===== src/rtl/change_dispenser.sv =====
// Coin change dispenser: pays an amount in cents greedily with dollars then quarters,
// handshaking each coin with the hopper and tracking both coin inventories.
`timescale 1ns/1ps
module change_dispenser #(
    parameter int DOLLAR_CAP  = 15,
    parameter int QUARTER_CAP = 63,
    parameter int ACK_TIMEOUT = 255
) (
    input  logic        clk,
    input  logic        reset,
    input  logic        start,
    input  logic [11:0] amount,
    input  logic        coin_ack,
    input  logic        load_dollar,
    input  logic        load_quarter,
    output logic        busy,
    output logic        eject_dollar,
    output logic        eject_quarter,
    output logic        done,
    output logic        error,
    output logic [11:0] remaining,
    output logic [3:0]  dollars_left,
    output logic [5:0]  quarters_left
);

    typedef enum logic [2:0] {
        IDLE    = 3'd0,
        SELECT  = 3'd1,
        EJECT_D = 3'd2,
        EJECT_Q = 3'd3,
        DONE    = 3'd4,
        ERROR   = 3'd5
    } state_t;

    localparam logic [3:0] DOLLAR_INIT  = 4'(DOLLAR_CAP);
    localparam logic [5:0] QUARTER_INIT = 6'(QUARTER_CAP);
    localparam logic [7:0] TIMEOUT_LAST = 8'(ACK_TIMEOUT - 1);

    state_t      state_q, state_d;
    logic [11:0] remaining_q, remaining_d;
    logic [3:0]  dollars_q, dollars_d;
    logic [5:0]  quarters_q, quarters_d;
    logic [7:0]  timeout_q, timeout_d;

    always_comb begin
        state_d     = state_q;
        remaining_d = remaining_q;
        dollars_d   = dollars_q;
        quarters_d  = quarters_q;
        timeout_d   = timeout_q;

        case (state_q)
            IDLE: begin
                if (start) begin
                    remaining_d = amount;
                    state_d     = SELECT;
                end
                if (load_dollar) begin
                    dollars_d = DOLLAR_INIT;
                end
                if (load_quarter) begin
                    quarters_d = QUARTER_INIT;
                end
            end
            SELECT: begin
                if (remaining_q >= 12'd100 && dollars_q != 4'd0) begin
                    state_d = EJECT_D;
                end else if (remaining_q >= 12'd25 && quarters_q != 6'd0) begin
                    state_d = EJECT_Q;
                end else if (remaining_q < 12'd25) begin
                    state_d = DONE;
                end else begin
                    state_d = ERROR;
                end
            end
            EJECT_D, EJECT_Q: begin
                if (coin_ack) begin
                    timeout_d = 8'd0;
                    state_d   = SELECT;
                    if (state_q == EJECT_D) begin
                        dollars_d   = dollars_q - 4'd1;
                        remaining_d = remaining_q - 12'd100;
                    end else begin
                        quarters_d  = quarters_q - 6'd1;
                        remaining_d = remaining_q - 12'd25;
                    end
                end else if (timeout_q == TIMEOUT_LAST) begin
                    // Hopper never answered: abandon the payout, nothing was released.
                    timeout_d = 8'd0;
                    state_d   = ERROR;
                end else begin
                    timeout_d = timeout_q + 8'd1;
                end
            end
            DONE:    state_d = IDLE;
            ERROR:   state_d = IDLE;
            default: state_d = IDLE;
        endcase
    end

    always_ff @(posedge clk) begin
        if (reset) begin
            state_q     <= IDLE;
            remaining_q <= 12'd0;
            dollars_q   <= DOLLAR_INIT;
            quarters_q  <= QUARTER_INIT;
            timeout_q   <= 8'd0;
        end else begin
            state_q     <= state_d;
            remaining_q <= remaining_d;
            dollars_q   <= dollars_d;
            quarters_q  <= quarters_d;
            timeout_q   <= timeout_d;
        end
    end

    assign busy          = (state_q != IDLE);
    assign eject_dollar  = (state_q == EJECT_D);
    assign eject_quarter = (state_q == EJECT_Q);
    assign done          = (state_q == DONE);
    assign error         = (state_q == ERROR);
    assign remaining     = remaining_q;
    assign dollars_left  = dollars_q;
    assign quarters_left = quarters_q;

endmodule


===== config.mk =====
export PLATFORM = sky130hd
export DESIGN_NAME = change_dispenser
export DESIGN_NICKNAME = d
export VERILOG_FILES = /design/src/rtl/change_dispenser.sv
export SDC_FILE = /design/constraint.sdc
export NUM_CORES = 1
export LEC_CHECK = 0
export CAP_MARGIN = 20
export CORE_MARGIN = 5
export CORE_UTILIZATION = 55
export DETAILED_ROUTE_END_ITERATION = 8
export GPL_TIMING_DRIVEN = 0
export HOLD_SLACK_MARGIN = 0.1
export PLACE_DENSITY = 0.91
export SETUP_SLACK_MARGIN = 0.2
export SLEW_MARGIN = 20
export SYNTH_ARGS = -nofsm -noshare
export SYNTH_HDL_FRONTEND = slang
export SYNTH_SLANG_ARGS = --single-unit

===== constraint.sdc =====
create_clock -name clk -period 3.92 [get_ports clk]
set_input_delay 0.784 -clock clk [delete_from_list [all_inputs] [get_ports clk]]
set_output_delay 0.784 -clock clk [all_outputs]
set_load 0.1 [all_outputs]

# Word level (Yosys, flattened, before mapping)
# Cells that the tools add are included.
word_totals:
  reg_bits: 33
  latch_bits: 0
  ramBits: 0
  mem_bits_ro: 0
  out_inout_bits: 27
  mem_count: 0
op_classes:
  addsub: 5
  multipliers: 0
  n_div: 0
  n_lt_le_gt_ge: 3
  eq_ne: 13
  shift: 0
  mux: 21
  n_bitwise: 0
  n_reduce_logical: 12
op_table:
  columns: ["op", "n"]
  rows:
  - ["12-bit 2-to-1 mux", 3]
  - ["12-bit case mux with 2 select lines", 1]
  - ["6-bit 2-to-1 mux", 3]
  - ["8-bit 2-to-1 mux", 2]
  - ["3-bit 2-to-1 mux", 5]
  - ["12-bit by 5-bit greater-or-equal comparator with 1-bit output, second input constant", 1]
  - ["12-bit by 7-bit greater-or-equal comparator with 1-bit output, second input constant", 1]
  - ["12-bit by 5-bit < comparator with 1-bit output, second input constant", 1]
  - ["4-bit 2-to-1 mux", 3]
  - ["2-bit != test, second input constant", 6]
  - ["6-bit case mux with 2 select lines", 1]
  - ["12-bit by 5-bit subtractor with 12-bit output, second input constant", 1]
  - ["12-bit by 7-bit subtractor with 12-bit output, second input constant", 1]
  - ["3-bit case mux with 3 select lines", 1]
  - ["8-bit by 1-bit adder with 8-bit output, second input constant", 1]
  - ["8-bit equality test, second input constant", 1]
  - ["4-bit case mux with 2 select lines", 1]
  - ["4-bit AND reduction", 2]
  - ["3-bit by 2-bit equality test with 1-bit output, second input constant", 2]
  - ["3-bit equality test, second input constant", 2]
  - ["6-bit nonzero test", 1]
  - ["6-bit by 1-bit subtractor with 6-bit output, second input constant", 1]
  - ["4-bit nonzero test", 1]
  - ["4-bit by 1-bit subtractor with 4-bit output, second input constant", 1]
  - ["other kinds (10)", 11]

# Longest topological paths before layout
# Gate-level depths: netlist of run 1.
depth:
  word_depth: 5
  ltp_mapped: 7
  mapped_depth_nobuf: 7

# Least setup slack after synthesis of run 1
# Ideal clock, no wire load.
synth_timing:
  path_type: "flip-flop to output port"
  startpoint: "register state_q[2]"
  endpoint: "output done"
  arrival_ns: 2.819
  t_required_ns: 3.136
  slack_ns: 0.317
  path_stages_with_launch: 3
  n_path_buf: 1
  cell_sequence: "dfxtp_1 > clkbuf_1 > nor3b_1"
synth_via:
  elab_chain_len: 1
synth_lines:
  columns: ["element", "line_no", "rtl"]
  rows:
  - ["start: declaration", "39", "state_t state_q, state_d;"]
  - ["start signal: assignment", "109", "state_q <= state_d;"]
  - ["3-bit equality test", "120", "assign done = (state_q == DONE);"]
  - ["end: declaration", "19", "output logic done,"]
# No other way between the ends.

# Worst setup path after layout of run 1
layout_timing:
  startpoint: "register state_q[0]"
  endpoint: "output error"
layout_via:
  elab_chain_len: 1
layout_lines:
  columns: ["element", "line_no", "rtl"]
  rows:
  - ["3-bit equality test", "121", "assign error = (state_q == ERROR);"]
  - ["end: declaration", "20", "output logic error,"]
# No other way between the ends.

==> results of run 1 <==
-- cells by family after synthesis --
family | count (synthesis) | share of synthesized area (%)
simple gates | 116 | 27.26
compound gates | 76 | 23.80
mux | 5 | 2.403
fa+ha+maj | 11 | 6.448
buf+inv | 31 | 6.272
xor+xnor | 7 | 2.872
flops | 33 | 30.95
-- routing by layer --
layer | global-route usage, % | vias to the layer above | wire length [µm]
li1 | - | 1117 | -
met2 | 36.70 | 124 | 2662
met1 | 30.70 | 1072 | 2468
met4 | 11.06 | 0 | 155
met3 | 5.263 | 18 | 565
met5 | 0 | - | 0
-- cells in the final DEF, fill, tap and decap left out, types with 5 or more instances in the layout --
| cell | n |
|---|---|
| nand2_1 | 41 |
| dfxtp_1 | 33 |
| a311oi_1 | 5 |
| nor3_1 | 13 |
| clkbuf_1 | 11 |
| a21oi_1 | 19 |
| ha_1 | 11 |
| nand2b_1 | 6 |
| inv_1 | 15 |
| clkbuf_8 | 7 |
| clkdlybuf4s50_1 | 43 |
| a31oi_1 | 8 |
| nor2_1 | 16 |
| nand3_1 | 13 |
| o21ai_0 | 15 |
-- report_power, final --
part / internal [mW] / leakage [nW] / switching [mW] / total (mW)
Clock: 0.159 / 0.0542 / 0.125 / 0.283
Sequential: 0.408 / 0.269 / 0.105 / 0.514
Combinational: 0.419 / 0.709 / 1.05 / 1.47
Total: 0.986 / 1.03 / 1.28 / 2.27
-- how the worst min path moves through the flow --
stage	cells past startpoint	to	slack, ps
after floorplan	1	timeout_q[7]	440
after global placement	1	timeout_q[7]	480
after detailed placement	1	timeout_q[7]	500
after CTS	1	timeout_q[4]	520
after global routing	1	timeout_q[7]	540
final	1	timeout_q[4]	520
-- state kept, by name, indices dropped and copies added (netlist names) --
register,count
state_q,3
timeout_q,8
dollars_left,4
quarters_left,6
remaining,12
-- synthesized netlist by cell type, types with 2 or more instances --
| master | n |
|---|---|
| nand2_1 | 41 |
| dfxtp_1 | 33 |
| a21oi_1 | 19 |
| nor2_1 | 16 |
| inv_1 | 15 |
| o21ai_0 | 15 |
| nand3_1 | 13 |
| nor3_1 | 13 |
| clkbuf_1 | 11 |
| ha_1 | 11 |
| a31oi_1 | 8 |
| nand2b_1 | 6 |
| a311oi_1 | 5 |
| and3_1 | 4 |
| mux2i_1 | 4 |
| nor2b_1 | 4 |
| o211ai_1 | 4 |
| xnor2_1 | 4 |
| a41oi_1 | 3 |
| o22ai_1 | 3 |
| or3_1 | 3 |
| xor2_1 | 3 |
| a211o_1 | 2 |
| a211oi_1 | 2 |
| a21o_1 | 2 |
| a32oi_1 | 2 |
| and2_1 | 2 |
| buf_2 | 2 |
| buf_6 | 2 |
| nand4b_1 | 2 |
| nor4_1 | 2 |
| o311ai_0 | 2 |
| or3b_2 | 2 |
-- layout make-up --
| class | count | area [µm²] | area share (%) |
|---|---|---|---|
| timing repair buffer | 44 | 439.2 | 16.06 |
| buffer | 15 | 73.82 | 2.699 |
| multi-input combinational | 215 | 1340 | 48.99 |
| tap | 48 | 60.06 | 2.196 |
| sequential | 33 | 660.6 | 24.15 |
| clock inverter | 1 | 5.005 | 0.1830 |
| clock buffer | 7 | 96.34 | 3.522 |
| inverter | 16 | 60.06 | 2.196 |
-- critical path: cells and delay by family (launching register included) --
family | cells | cell delay (ps)
buffers and inverters | 3 | 1620
DFF | 1 | 330
and+or+nand+nor | 2 | 520
==> impl_metrics.csv, run 1 <==
group,metric,value,unit
job,drv_cap,0,
placement,io_buffers,44,
clock_tree,clk_pin_slew,70,ps
timing,fin_ws,387.0,ps
clock_tree,htreeDepth,2,
worst_setup_path,r2r_slack,1830,ps
timing,fmax,283.0,MHz
clock_tree,cts_tree,"built",
worst_setup_path,path_max_fanout,10,
power,p_leak,1.033,nW
cells_and_area,drive_gt1_share,6.042,%
worst_setup_path,end_kind,"primary output",
route,wl_per_cell,15.44,µm
placement,placed_area,2635,µm²
worst_setup_path,crit_arrival,2750,ps
route,vias,2331,
floorplan,chipHeight,72.30,µm
synth,seq_area_frac_synth,30.95,%
timing,hold_viol,0,
power,p_per_area,828.2,nW/µm²
synth,ys_async_sr_fraction,0,%
global_routing,grt_pass1_wl,9.880,mm
timing,period_needed,3533,ps
synth,ys.flop_type,"dfxtp_1",
timing,drv_slew,0,
timing,relSlewSlack,33.98,%
synth,ys_types,52,
route,antenna_left,0,
cells_and_area,stdcell_area,2735,µm²
hold_path,hold_start,"timeout_q[4]",
worst_setup_path,cp-endpoint,"error",
synth,synth_edf_count,0,
cells_and_area,final_util,73.60,%
route,dr.pass1.iters,5,
global_routing,grt_overflow,0,
run_status,status,"complete, no violations",
floorplan,io_pins,45,
synth,netlist_area,2135,µm²
worst_setup_path,cp_slowest_cell,"clkdlybuf4s50_1",
worst_setup_path,r2r-start,"state_q[0]",
placement,dp_slack,482.1,ps
synth,synth_area_leaders,"dfxtp_1 (31%), nand2_1 (7.2%), ha_1 (6.4%)",
clock_tree,postCtsHoldBufs,0,
worst_setup_path,critical_path_class,"register to primary output",
clock_tree,cts_buffers,5,
cells_and_area,area_growth,28.14,%
timing,tightest_slew,987.3,ps
power,peakVddDrop,0.0006020,V
route,drt-total-wl,5.852,mm
global_routing,grt_max_degree,11,
clock_tree,cts_buffer_depth,2,
synth,syn_nets,308,
floorplan,fp.dieW,72.30,µm
route,drc_errors,0,
timing,clock_skew,3.088,ps
clock_tree,cts-root-buf,"clkbuf_8",
timing,fin_crit_sh,90.13,%
synth,synth_top_area_cell,"dfxtp_1",
clock_tree,post_cts_buffers,0,
placement,gp_congestion,0.8781,
cells_and_area,nNetsFinal,359,
cells_and_area,n_antenna_cell,0,
cells_and_area,stdcell_count,379,
synth,synth_cells,279,
floorplan,start_util,57.44,%
worst_setup_path,reg2reg_depth,6,
global_routing,antenna_found_initial,0,
timing,rsz0062_at_grt,"no",
power,p_total,2.265,mW
cells_and_area,n_fill_cell,308,
route,drt_first_iter_violations,161,
timing,setup_viol,0,
hold_path,hp-class,"register to register",
synth,postSynthAreaPerCell,7.651,µm²
clock_tree,ctsResizeCount,1,
placement,dp_cells,371,
global_routing,first_global_vias,2189,
placement,dp_hpwl,4.203,mm
worst_setup_path,r2r-end,"remaining[6]",
floorplan,core_area,3716,µm²
clock_tree,insertion_delay,280,ps
synth,synth_top_area_share,30.95,%
worst_setup_path,critPathRequiredTime,3140,ps
floorplan,dieArea,5227,µm²
clock_tree,cts_sinks,33,
worst_setup_path,crit_path_max_incr_delay,1130,ps
global_routing,track_usage,23.52,%
timing,setup_tns,0,ps
worst_setup_path,start_kind,"register",
timing,hold_ws,522.2,ps
synth,synth-seq-cells,33,
worst_setup_path,cp-startpoint,"state_q[0]",
synth,ys_warn_count,0,
worst_setup_path,crit_chain,"buf_6 > clkbuf_1 > nor2b_1 > and2_1 > clkdlybuf4s50_1",
route,via_per_inst,6.150,
floorplan,row_count,22,
Power figures use the tool's default switching activity.
==> run 2: changes to the inputs <==
--- a/config.mk
+++ b/config.mk
@@ -7,11 +7,11 @@
 export LEC_CHECK = 0
 export CAP_MARGIN = 20
 export CORE_MARGIN = 5
-export CORE_UTILIZATION = 55
+export CORE_UTILIZATION = 46
 export DETAILED_ROUTE_END_ITERATION = 8
 export GPL_TIMING_DRIVEN = 0
 export HOLD_SLACK_MARGIN = 0.1
-export PLACE_DENSITY = 0.91
+export PLACE_DENSITY = 0.82
 export SETUP_SLACK_MARGIN = 0.2
 export SLEW_MARGIN = 20
 export SYNTH_ARGS = -nofsm -noshare
==> constraint.sdc (replaced) <==
create_clock -name clk -period 3 [get_ports clk]
set_input_delay 0.6 -clock clk [delete_from_list [all_inputs] [get_ports clk]]
set_output_delay 0.6 -clock clk [all_outputs]
set_load 0.1 [all_outputs]
==> impl_metrics.csv, run 2 (same netlist as run 1, synthesis figures left out) <==
group,metric,value,unit
cells_and_area,n_antenna_cell,0,
placement,gp_congestion,0.8942,
floorplan,dieArea,6103,µm²
clock_tree,cts_tree,"built",
placement,dp_hpwl,4.271,mm
floorplan,start_util,48.36,%
timing,period_needed,2732,ps
global_routing,grt_overflow,0,
route,drt-total-wl,5.814,mm
timing,hold_viol,0,
cells_and_area,nNetsFinal,359,
global_routing,antenna_found_initial,0,
worst_setup_path,critical_path_class,"register to primary output",
cells_and_area,stdcell_count,382,
clock_tree,insertion_delay,280,ps
floorplan,core_area,4414,µm²
clock_tree,clk_pin_slew,70,ps
power,p_switching,1.666,mW
placement,io_buffers,44,
worst_setup_path,start_kind,"register",
power,seq_power_share,22.9,%
power,p_per_area,1074,nW/µm²
cells_and_area,final_util,61.73,%
cells_and_area,area_growth,27.67,%
timing,rsz0062_at_grt,"no",
clock_tree,cts_buffers,5,
route,antenna_left,0,
cells_and_area,largest_register_ffs,12,
power,p_leak,1.035,nW
timing,relSlewSlack,34.66,%
power,p_total,2.926,mW
cells_and_area,mostFrequentLayoutCell,"nand2_1",
hold_path,hp-class,"register to register",
floorplan,row_count,24,
worst_setup_path,reg2reg_depth,6,
power,power.clock.fraction,11.8,%
worst_setup_path,end_kind,"primary output",
job,drv_cap,0,
clock_tree,cts_sinks,33,
timing,fin_crit_sh,91.08,%
floorplan,chipHeight,78.12,µm
timing,fmax,366.0,MHz
worst_setup_path,path_max_fanout,10,
clock_tree,postCtsHoldBufs,0,
route,via_per_inst,5.990,
global_routing,first_global_vias,2121,
route,vias,2288,
power,combPwrFrac,65.3,%
timing,drv_slew,0,
power,p_int,1.259,mW
worst_setup_path,crit_arrival,2130,ps
cells_and_area,drive_gt1_share,6.970,%
global_routing,grt_max_degree,11,
worst_setup_path,critPathRequiredTime,2400,ps
route,wl_per_cell,15.22,µm
floorplan,io_pins,45,
placement,placed_area,2645,µm²
clock_tree,htreeDepth,2,
clock_tree,post_cts_buffers,0,
route,drc_errors,0,
clock_tree,cts-root-buf,"clkbuf_8",
timing,setup_viol,0,
power,peakVddDrop,0.0006803,V
cells_and_area,final_cell_mix,"nand2_1 (41), clkdlybuf4s50_1 (39), dfxtp_1 (33)",
run_status,status,"complete, no violations",
timing,clock_skew,6.876,ps
floorplan,fp.dieW,78.12,µm
route,drt_first_iter_violations,203,
global_routing,grt_pass1_wl,9.970,mm
cells_and_area,stdcell_area,2725,µm²
hold_path,min_path_cells,1,
power,swShare,56.96,%
timing,tightest_slew,977.0,ps
global_routing,track_usage,19.47,%
placement,dp_cells,375,
clock_tree,cts_buffer_depth,2,
route,dr.pass1.iters,5,
-- run 2: cell types whose count changed in the layout (fill, tap and decap cells not counted) --
| cell | previous run | this run |
|---|---|---|
| nor3b_2 | 0 | 1 |
| clkbuf_8 | 7 | 6 |
| clkdlybuf4s50_1 | 43 | 39 |
| nor3b_1 | 1 | 0 |
| buf_4 | 0 | 1 |
| buf_2 | 2 | 3 |
| clkdlybuf4s15_1 | 0 | 1 |
| clkinv_2 | 1 | 0 |
| clkdlybuf4s15_2 | 0 | 1 |
| clkbuf_2 | 0 | 1 |
-- run 2: stage by stage --
stage | TNS, ps | hold slack (ps) | setup slack (ps)
after floorplan | 0 | 442.1 | 563.1
after global placement | -287.9 | 475.0 | -263.8
after detailed placement | -319.2 | 470.2 | -266.9
after CTS | 0 | 489.3 | 204.9
after global routing | 0 | 535.6 | 210.7
final | 0 | 492.8 | 267.6
-- run 2: routing by layer --
layer / routed length (µm) / vias up / global-route usage (%)
met5: 0 / - / 0
met4: 70 / 0 / 6.419
met3: 425 / 10 / 5.378
met2: 2643 / 97 / 31.13
met1: 2675 / 1061 / 25.26
li1: - / 1120 / -
-- run 2: final cells by class --
type / instances / area, µm²
Fill cell: 405 / 1689
Multi-Input combinational cell: 215 / 1345
Sequential cell: 33 / 660.6
Timing Repair Buffer: 44 / 432.9
Clock buffer: 7 / 86.33
Buffer: 15 / 75.07
Tap cell: 52 / 65.06
Inverter: 16 / 60.06
-- run 2: timing repair --
item | CTS | global route
pin swaps | 0 | 0
endpoints found under the setup margin | 5 | 3
gates resized for setup | 14 | 5
-- run 2: critical path, cell delays in order (launching register included) --
cell	delay (ps)
dfxtp_1	310
buf_6	130
or3b_4	410
inv_2	120
dlygate4sd2_1	870
-- run 2: power by group through the flow --
| stage | clock network [mW] | registers, mW | logic [mW] |
|---|---|---|---|
| floorplan | 0 | 1.18 | 0.938 |
| global placement | 0 | 0.670 | 1.87 |
| detailed placement | 0 | 0.672 | 1.90 |
| CTS | 0.349 | 0.665 | 1.90 |
| global route | 0.369 | 0.688 | 2.04 |
| finish | 0.346 | 0.669 | 1.91 |
-- run 2: final timing paths --
| path | to | from | slack (ps) |
|---|---|---|---|
| hold reg to reg | timeout_q[7] | timeout_q[7] | 490 |
| setup / recovery | eject_dollar | state_q[0] | 270 |
| hold / removal | timeout_q[7] | timeout_q[7] | 490 |
| setup reg to reg | remaining[8] | state_q[0] | 880 |
==> run 3: changes to the inputs <==
--- a/config.mk
+++ b/config.mk
@@ -9,6 +9,7 @@
 export CORE_MARGIN = 5
 export CORE_UTILIZATION = 46
 export DETAILED_ROUTE_END_ITERATION = 8
+export GPL_ROUTABILITY_DRIVEN = 0
 export GPL_TIMING_DRIVEN = 0
 export HOLD_SLACK_MARGIN = 0.1
 export PLACE_DENSITY = 0.82
==> impl_metrics.csv, run 3 (same netlist as run 1, synthesis figures left out) <==
group,metric,value,unit
floorplan,chipHeight,78.12,µm
worst_setup_path,critical_path_class,"register to primary output",
cells_and_area,mostFrequentLayoutCell,"nand2_1",
global_routing,grt_overflow,0,
worst_setup_path,crit_chain,"buf_6 > or3b_4 > inv_2 > dlygate4sd2_1",
floorplan,fp.dieW,78.12,µm
route,wl_per_cell,15.20,µm
power,p_int,1.226,mW
global_routing,track_usage,19.52,%
timing,relSlewSlack,34.73,%
worst_setup_path,path_max_fanout,10,
worst_setup_path,start_kind,"register",
hold_path,hold_start,"timeout_q[7]",
route,drt-total-wl,5.791,mm
placement,dp_cells,375,
global_routing,grt_pass1_wl,9.901,mm
clock_tree,cts_sinks,33,
run_status,status,"complete, no violations",
clock_tree,postCtsHoldBufs,0,
cells_and_area,largest_register_ffs,12,
power,swShare,57.49,%
worst_setup_path,end_kind,"primary output",
global_routing,grt_max_degree,11,
route,dr.pass1.iters,5,
placement,dp_hpwl,4.230,mm
timing,drv_slew,0,
cells_and_area,area_growth,27.02,%
timing,period_needed,2741,ps
worst_setup_path,critical_path_buf_inv_count,3,
power,power.clock.fraction,10.9,%
timing,rsz0062_at_grt,"yes",
power,peakVddDrop,0.0007822,V
cells_and_area,final_cell_mix,"nand2_1 (41), clkdlybuf4s50_1 (39), dfxtp_1 (33)",
power,p_total,2.885,mW
route,antenna_left,0,
worst_setup_path,r2r-end,"quarters_left[5]",
route,vias,2255,
clock_tree,cts_tree,"built",
worst_setup_path,cp_slowest_cell,"dlygate4sd2_1",
timing,hold_viol,0,
global_routing,antenna_found_initial,0,
cells_and_area,n_antenna_cell,0,
power,combPwrFrac,66.0,%
cells_and_area,nNetsFinal,359,
cells_and_area,final_util,61.42,%
timing,setup_viol,0,
global_routing,first_global_vias,2119,
hold_path,hp-class,"register to register",
floorplan,row_count,24,
timing,tightest_slew,975.9,ps
floorplan,dieArea,6103,µm²
worst_setup_path,critPathTopFamily,"buffers and inverters",
clock_tree,insertion_delay,290,ps
route,via_per_inst,5.919,
floorplan,core_area,4414,µm²
hold_path,min_path_cells,1,
route,drt_first_iter_violations,196,
floorplan,io_pins,45,
worst_setup_path,crit_arrival,2140,ps
worst_setup_path,critPathRequiredTime,2400,ps
power,p_per_area,1064,nW/µm²
placement,io_buffers,44,
cells_and_area,stdcell_count,381,
clock_tree,cts_buffers,5,
route,drc_errors,0,
clock_tree,clk_pin_slew,70,ps
worst_setup_path,reg2reg_depth,6,
worst_setup_path,r2r_slack,940,ps
cells_and_area,drive_gt1_share,6.991,%
timing,fmax,364.9,MHz
timing,hold_ws,497.6,ps
worst_setup_path,crit_path_max_incr_delay,860,ps
timing,fin_crit_sh,91.35,%
floorplan,start_util,48.36,%
power,p_leak,1.034,nW
clock_tree,cts_buffer_depth,2,
timing,clock_skew,8.209,ps
job,drv_cap,0,
clock_tree,htreeDepth,2,
clock_tree,cts-root-buf,"clkbuf_8",
hold_path,hold_path_end,"timeout_q[7]",
power,seq_power_share,23.2,%
power,p_switching,1.658,mW
worst_setup_path,r2r-start,"state_q[1]",
==> run 3: cell count changes in the layout (fill, tap and decap cells not counted), sizes merged <==
cell and change:
clkbuf -2, clkdlybuf4s15 -1, clkinv +1, dlygate4sd2 +1
==> run 3: per-layer routing <==
metal  vias up  GRT usage (%)  routed length [µm]
met5         -              0                   0
met4         0          8.784                 125
met3        12          4.348                 506
met2        93          30.05                2603
met1      1038          25.98                2555
li1       1112              -                   -
==> run 3: repair_timing <==
item | in CTS | in global routing
setup endpoints to repair | 5 | 2
resized for setup | 14 | 4
cloned | 0 | 0
endpoints found under the hold margin | 0 | 0
buffers inserted | 0 | 0
==> run 3: power groups by stage <==
stage / logic [mW] / registers (mW) / clock network [mW]
CTS: 1.90 / 0.664 / 0.319
floorplan: 0.938 / 1.18 / 0
detailed placement: 1.90 / 0.672 / 0
finish: 1.90 / 0.668 / 0.314
global route: 2.04 / 0.686 / 0.338
global placement: 1.87 / 0.670 / 0
==> run 3: worst register-to-register path, stage by stage (launching register included) <==
cell and delay [ps]:
dfxtp_1 340, clkbuf_1 230, or3b_2 520, a21oi_1 440, nand3_1 190, xor2_1 170
nand2_1 60
==> run 3: per-stage QoR <==
| stage | setup TNS, ps | worst slack, ps | instance area, µm² |
|---|---|---|---|
| 2_1_floorplan | 0 | 563.1 | 2140 |
| 3_3_place_gp | -279.0 | -257.2 | 2645 |
| 3_5_place_dp | -313.8 | -283.9 | 2645 |
| 4_1_cts | 0 | 222.5 | 2716 |
| 5_1_grt | 0 | 191.3 | 2711 |
| 6_report | 0 | 259.4 | 2711 |
==> run 3: worst max path at each step <==
stage | startpoint | to | slack, ps | cells past startpoint
2_1_floorplan | state_q[2] | done | 560 | 2
3_3_place_gp | state_q[1] | eject_quarter | -260 | 6
3_5_place_dp | state_q[1] | eject_quarter | -280 | 6
4_1_cts | state_q[0] | error | 220 | 5
5_1_grt | state_q[1] | eject_quarter | 190 | 6
6_report | state_q[0] | eject_dollar | 260 | 4
==> run 3: layout make-up <==
class | count | area [µm²]
clock inverter | 1 | 5.005
multi-input combinational | 215 | 1345
fill | 413 | 1703
tap | 52 | 65.06
inverter | 16 | 60.06
clock buffer | 5 | 68.82
buffer | 15 | 75.07
sequential | 33 | 660.6
timing repair buffer | 44 | 431.7
==> patch 1, RTL diff (settings of run 3) <==
Re-encode `state_t` (6 states) as one-hot, 6 bits wide.
--- a/src/rtl/change_dispenser.sv
+++ b/src/rtl/change_dispenser.sv
@@ -23,13 +23,13 @@
     output logic [5:0]  quarters_left
 );
 
-    typedef enum logic [2:0] {
-        IDLE    = 3'd0,
-        SELECT  = 3'd1,
-        EJECT_D = 3'd2,
-        EJECT_Q = 3'd3,
-        DONE    = 3'd4,
-        ERROR   = 3'd5
+    typedef enum logic [5:0] {
+        IDLE    = 6'b000001,
+        SELECT  = 6'b000010,
+        EJECT_D = 6'b000100,
+        EJECT_Q = 6'b001000,
+        DONE    = 6'b010000,
+        ERROR   = 6'b100000
     } state_t;
 
     localparam logic [3:0] DOLLAR_INIT  = 4'(DOLLAR_CAP);
Check against the original RTL: same outputs for any inputs over 10 cycles, from zero or initial values and one cycle with reset high; not proved beyond that.
==> patch 1 against run 3 <==
  * Critical path depth up 1
  * Global-route usage up 1.4 points
  * Non-clock buffer count down 3
  * Worst setup slack worse by 0.0069 ns
  * Total power down 18%
  * Wire length up 15%
  * Design area up 11%
  * Area after synthesis up 11%
  * Sequential cell count up 3
==> patch 1: results <==
metrics = {
    "routing": {
        "num_vias": 2512,
        "viasPerCell": 6.05,
        "drtIter0Drc": 218,
        "first_pass_iters": 5,
        "wire_per_inst_um": 16.1,
    },
    "logic_synthesis": {
        "seq_area_frac_synth_pct": 30.3,
        "synth_cell_type_count": 66,
        "synth_top_area_share_pct": 30.3,
        "syn_inst": 294,
        "ys_warn_count": 0,
        "synthTopCellsByCount": "dfxtp_1 (36), nand2_1 (31), nor2_1 (29)",
        "syn_nets": 323,
        "netlist_top_cells_area": "dfxtp_1 (30%), ha_1 (5.8%), nand2_1 (4.9%)",
    },
    "place": {
        "hpwl_um": 4990,
        "dp.cells": 408,
        "pre_cts_ws_ns": -0.401,
        "portBuffers": 44,
        "placed_area_um2": 2910,
    },
    "layout": {
        "drive_above_1_share_pct": 9.57,
        "utilization_pct": 59.5,
        "fillers": 480,
        "layout.nets": 374,
        "diodes": 0,
    },
    "clocking": {
        "cts_buffers": 5,
        "clock_path_buffers": 2,
        "root_buffer": "clkbuf_8",
        "post_cts_buffers": 0,
    },
    "global_route": {
        "grt_max_degree": 11,
        "grt_first_pass_wirelength_um": 11000,
        "grt_pass1_vias": 2263,
        "antenna_found_initial": 0,
        "track_usage_pct": 21.0,
    },
    "timing": {
        "final.hold.worst_slack_ns": 0.490,
        "skew_ns": 0.00129,
        "worst_slew_pin_slew_ns": 1.06,
        "fin_ws_ns": 0.252,
    },
    "power_and_ir_drop": {
        "leakage_nw": 1.13,
        "vdd_ir_drop_max_mv": 0.673,
        "p_int_mw": 1.15,
    },
    "worst_hold_path": {
        "hp-start": "timeout_q[4]",
    },
    "run_status": {
        "status": "complete, no violations",
    },
    "worst_setup_path": {
        "rrSetupSlack_ns": 0.49,
        "cpPeakStageDelay_ns": 0.56,
        "cp_slowest_cell": "or4_4",
        "worstPathMaxFanout": 10,
        "critPathLaunch": "state_q[0]",
        "r2r-start": "state_q[2]",
    },
}
-- patch 1: area by class of cell --
cell class / count / area share, %
multi-input combinational: 228 / 51.0
timing repair buffer: 44 / 14.7
tap: 70 / 2.90
buffer: 12 / 2.11
sequential: 36 / 23.9
inverter: 18 / 2.32
clock buffer: 7 / 3.19
-- patch 1: per-layer routing --
| layer | track usage (%) | share of wire, % |
|---|---|---|
| met3 | 4.28 | 9.4 |
| met2 | 32.9 | 46 |
| met5 | 0 | 0 |
| met4 | 9.30 | 2.4 |
| met1 | 27.6 | 42 |
-- patch 1: worst paths after layout --
kind | endpoint | cells after the start
setup / recovery | eject_dollar | 5
hold / removal | timeout_q[4] | 1
setup reg to reg | remaining[11] | 8
hold reg to reg | timeout_q[4] | 1
-- patch 1: power by group through the flow --
stage | Sequential, mW | Combinational, mW | Clock, mW
3_5_place_dp | 0.664 | 1.32 | 0
4_1_cts | 0.654 | 1.33 | 0.384
6_report | 0.656 | 1.34 | 0.381
5_1_grt | 0.672 | 1.42 | 0.405
2_1_floorplan | 1.05 | 0.630 | 0
3_3_place_gp | 0.661 | 1.31 | 0
-- patch 1: worst max-delay path, delay by kind of cell, from the launching register on --
family,cells,cell delay [ns]
buf+inv,3,0.63
flops,1,0.36
simple gates,2,0.86
-- patch 1: kinds of logic (layout without fill, tap and decap cells) --
logic type | after synthesis | in the layout | synth area share (%)
compound gates | 80 | 80 | 24.7
mux | 6 | 6 | 2.58
fa+ha+maj | 11 | 11 | 5.79
simple gates | 127 | 127 | 29.6
xor+xnor | 4 | 4 | 1.47
flops | 36 | 36 | 30.3
buf+inv | 30 | 81 | 5.53
-- patch 1: repair_timing --
action / CTS / global route
endpoints found under the setup margin: 5 / 6
hold buffers: 0 / 0
pin swaps: 0 / 0
resized for setup: 20 / 4
==> patch 2, RTL diff (settings of run 3) <==
Without the edit above. The parameter `QUARTER_CAP` goes from 63 to 31.
--- a/src/rtl/change_dispenser.sv
+++ b/src/rtl/change_dispenser.sv
@@ -3,7 +3,7 @@
 `timescale 1ns/1ps
 module change_dispenser #(
     parameter int DOLLAR_CAP  = 15,
-    parameter int QUARTER_CAP = 63,
+    parameter int QUARTER_CAP = 31,
     parameter int ACK_TIMEOUT = 255
 ) (
     input  logic        clk,
Check against the original RTL: not equivalent (a bounded check fails within 4 cycles, from zero or initial values and one cycle with reset high).
==> patch 2 against run 3 <==
  * Total power is 9.9% lower
  * Critical endpoint unchanged
  * Critical path depth is the same
  * Highest routed layer unchanged
  * Clock power grew 8.9%
  * Hold slack got worse by 0.0031 ns
  * Sequential cell count unchanged
  * Largest power group unchanged
  * Non-clock buffer count up 2
  * First-iteration DRC count decreased by 42%
  * Register-to-register slack got worse by 0.06 ns
  * Clock skew grew 0.00071 ns
  * Wire length increased by 3.5%
  * Design area is 1.7% higher
  * Area after synthesis increased by 1.9%
  * Worst setup slack improved by 0.036 ns
==> patch 2: results <==
metrics = {
    "run_status": {
        "status": "complete, no violations",
    },
    "logic_synthesis": {
        "netlist_top_cells_area": "dfxtp_1 (30%), ha_1 (6.3%), nand2_1 (5.4%)",
        "seq_area_frac_synth_pct": 30.4,
        "synth-compound-area-share_pct": 25.9,
        "synthTopCellsByCount": "dfxtp_1 (33), nand2_1 (31), a21oi_1 (22)",
        "syn_nets": 310,
        "synth_cell_type_count": 54,
    },
    "power_and_ir_drop": {
        "p_clk_share_pct": 13.1,
        "leakage_nw": 1.07,
        "p_sw_share_pct": 55.2,
    },
    "place": {
        "pre_cts_ws_ns": 0.190,
        "hpwl_um": 4400,
    },
    "routing": {
        "drtIter0Drc": 113,
        "wl_met3_um": 390,
        "met1_length_um": 2480,
    },
    "layout": {
        "drive_above_1_share_pct": 8.73,
        "nonClkBufAreaFrac_pct": 18.4,
        "clock_cell_area_share_pct": 3.13,
        "clkbuf_count": 7,
        "nFlopsAndLatches": 33,
    },
    "timing": {
        "fin_ws_ns": 0.296,
        "slew-limit-headroom_pct": 35.0,
        "skew_ns": 0.00892,
    },
    "global_route": {
        "grt_util_met3_pct": 4.76,
        "gr-usage-met1_pct": 22.5,
        "track_usage_pct": 19.9,
        "grt_pass1_vias": 2144,
        "globalRouteMet2Util_pct": 35.7,
    },
    "worst_setup_path": {
        "rr_endpoint": "remaining[10]",
        "critPathArrivalTime_ns": 2.10,
    },
}
==> patch 2: repair_timing <==
action,CTS,global route
buffers inserted,0,0
endpoints found under the setup margin,5,4
cloned,0,0
resized for setup,6,6
pin swaps,0,0
==> patch 2: metrics by stage <==
stage | cell area (um2) | std cells
2_1_floorplan | 2180 | 281
3_3_place_gp | 2690 | 379
3_5_place_dp | 2690 | 379
4_1_cts | 2770 | 386
5_1_grt | 2760 | 386
6_report | 2760 | 386
==> patch 2: kinds of logic after synthesis <==
kind of cell             count (synthesis)
buffers and inverters                   36
adder cells (fa/ha/maj)                 11
AO/OA/AOI/OAI                           80
XOR/XNOR                                 7
AND/OR/NAND/NOR                        110
multiplexers                             4
flip-flops                              33
==> patch 2: how the worst min path moves through the flow <==
stage	endpoint
finish	timeout_q[7]
global route	timeout_q[7]
CTS	timeout_q[7]
detailed placement	timeout_q[7]
global placement	timeout_q[7]
floorplan	timeout_q[7]
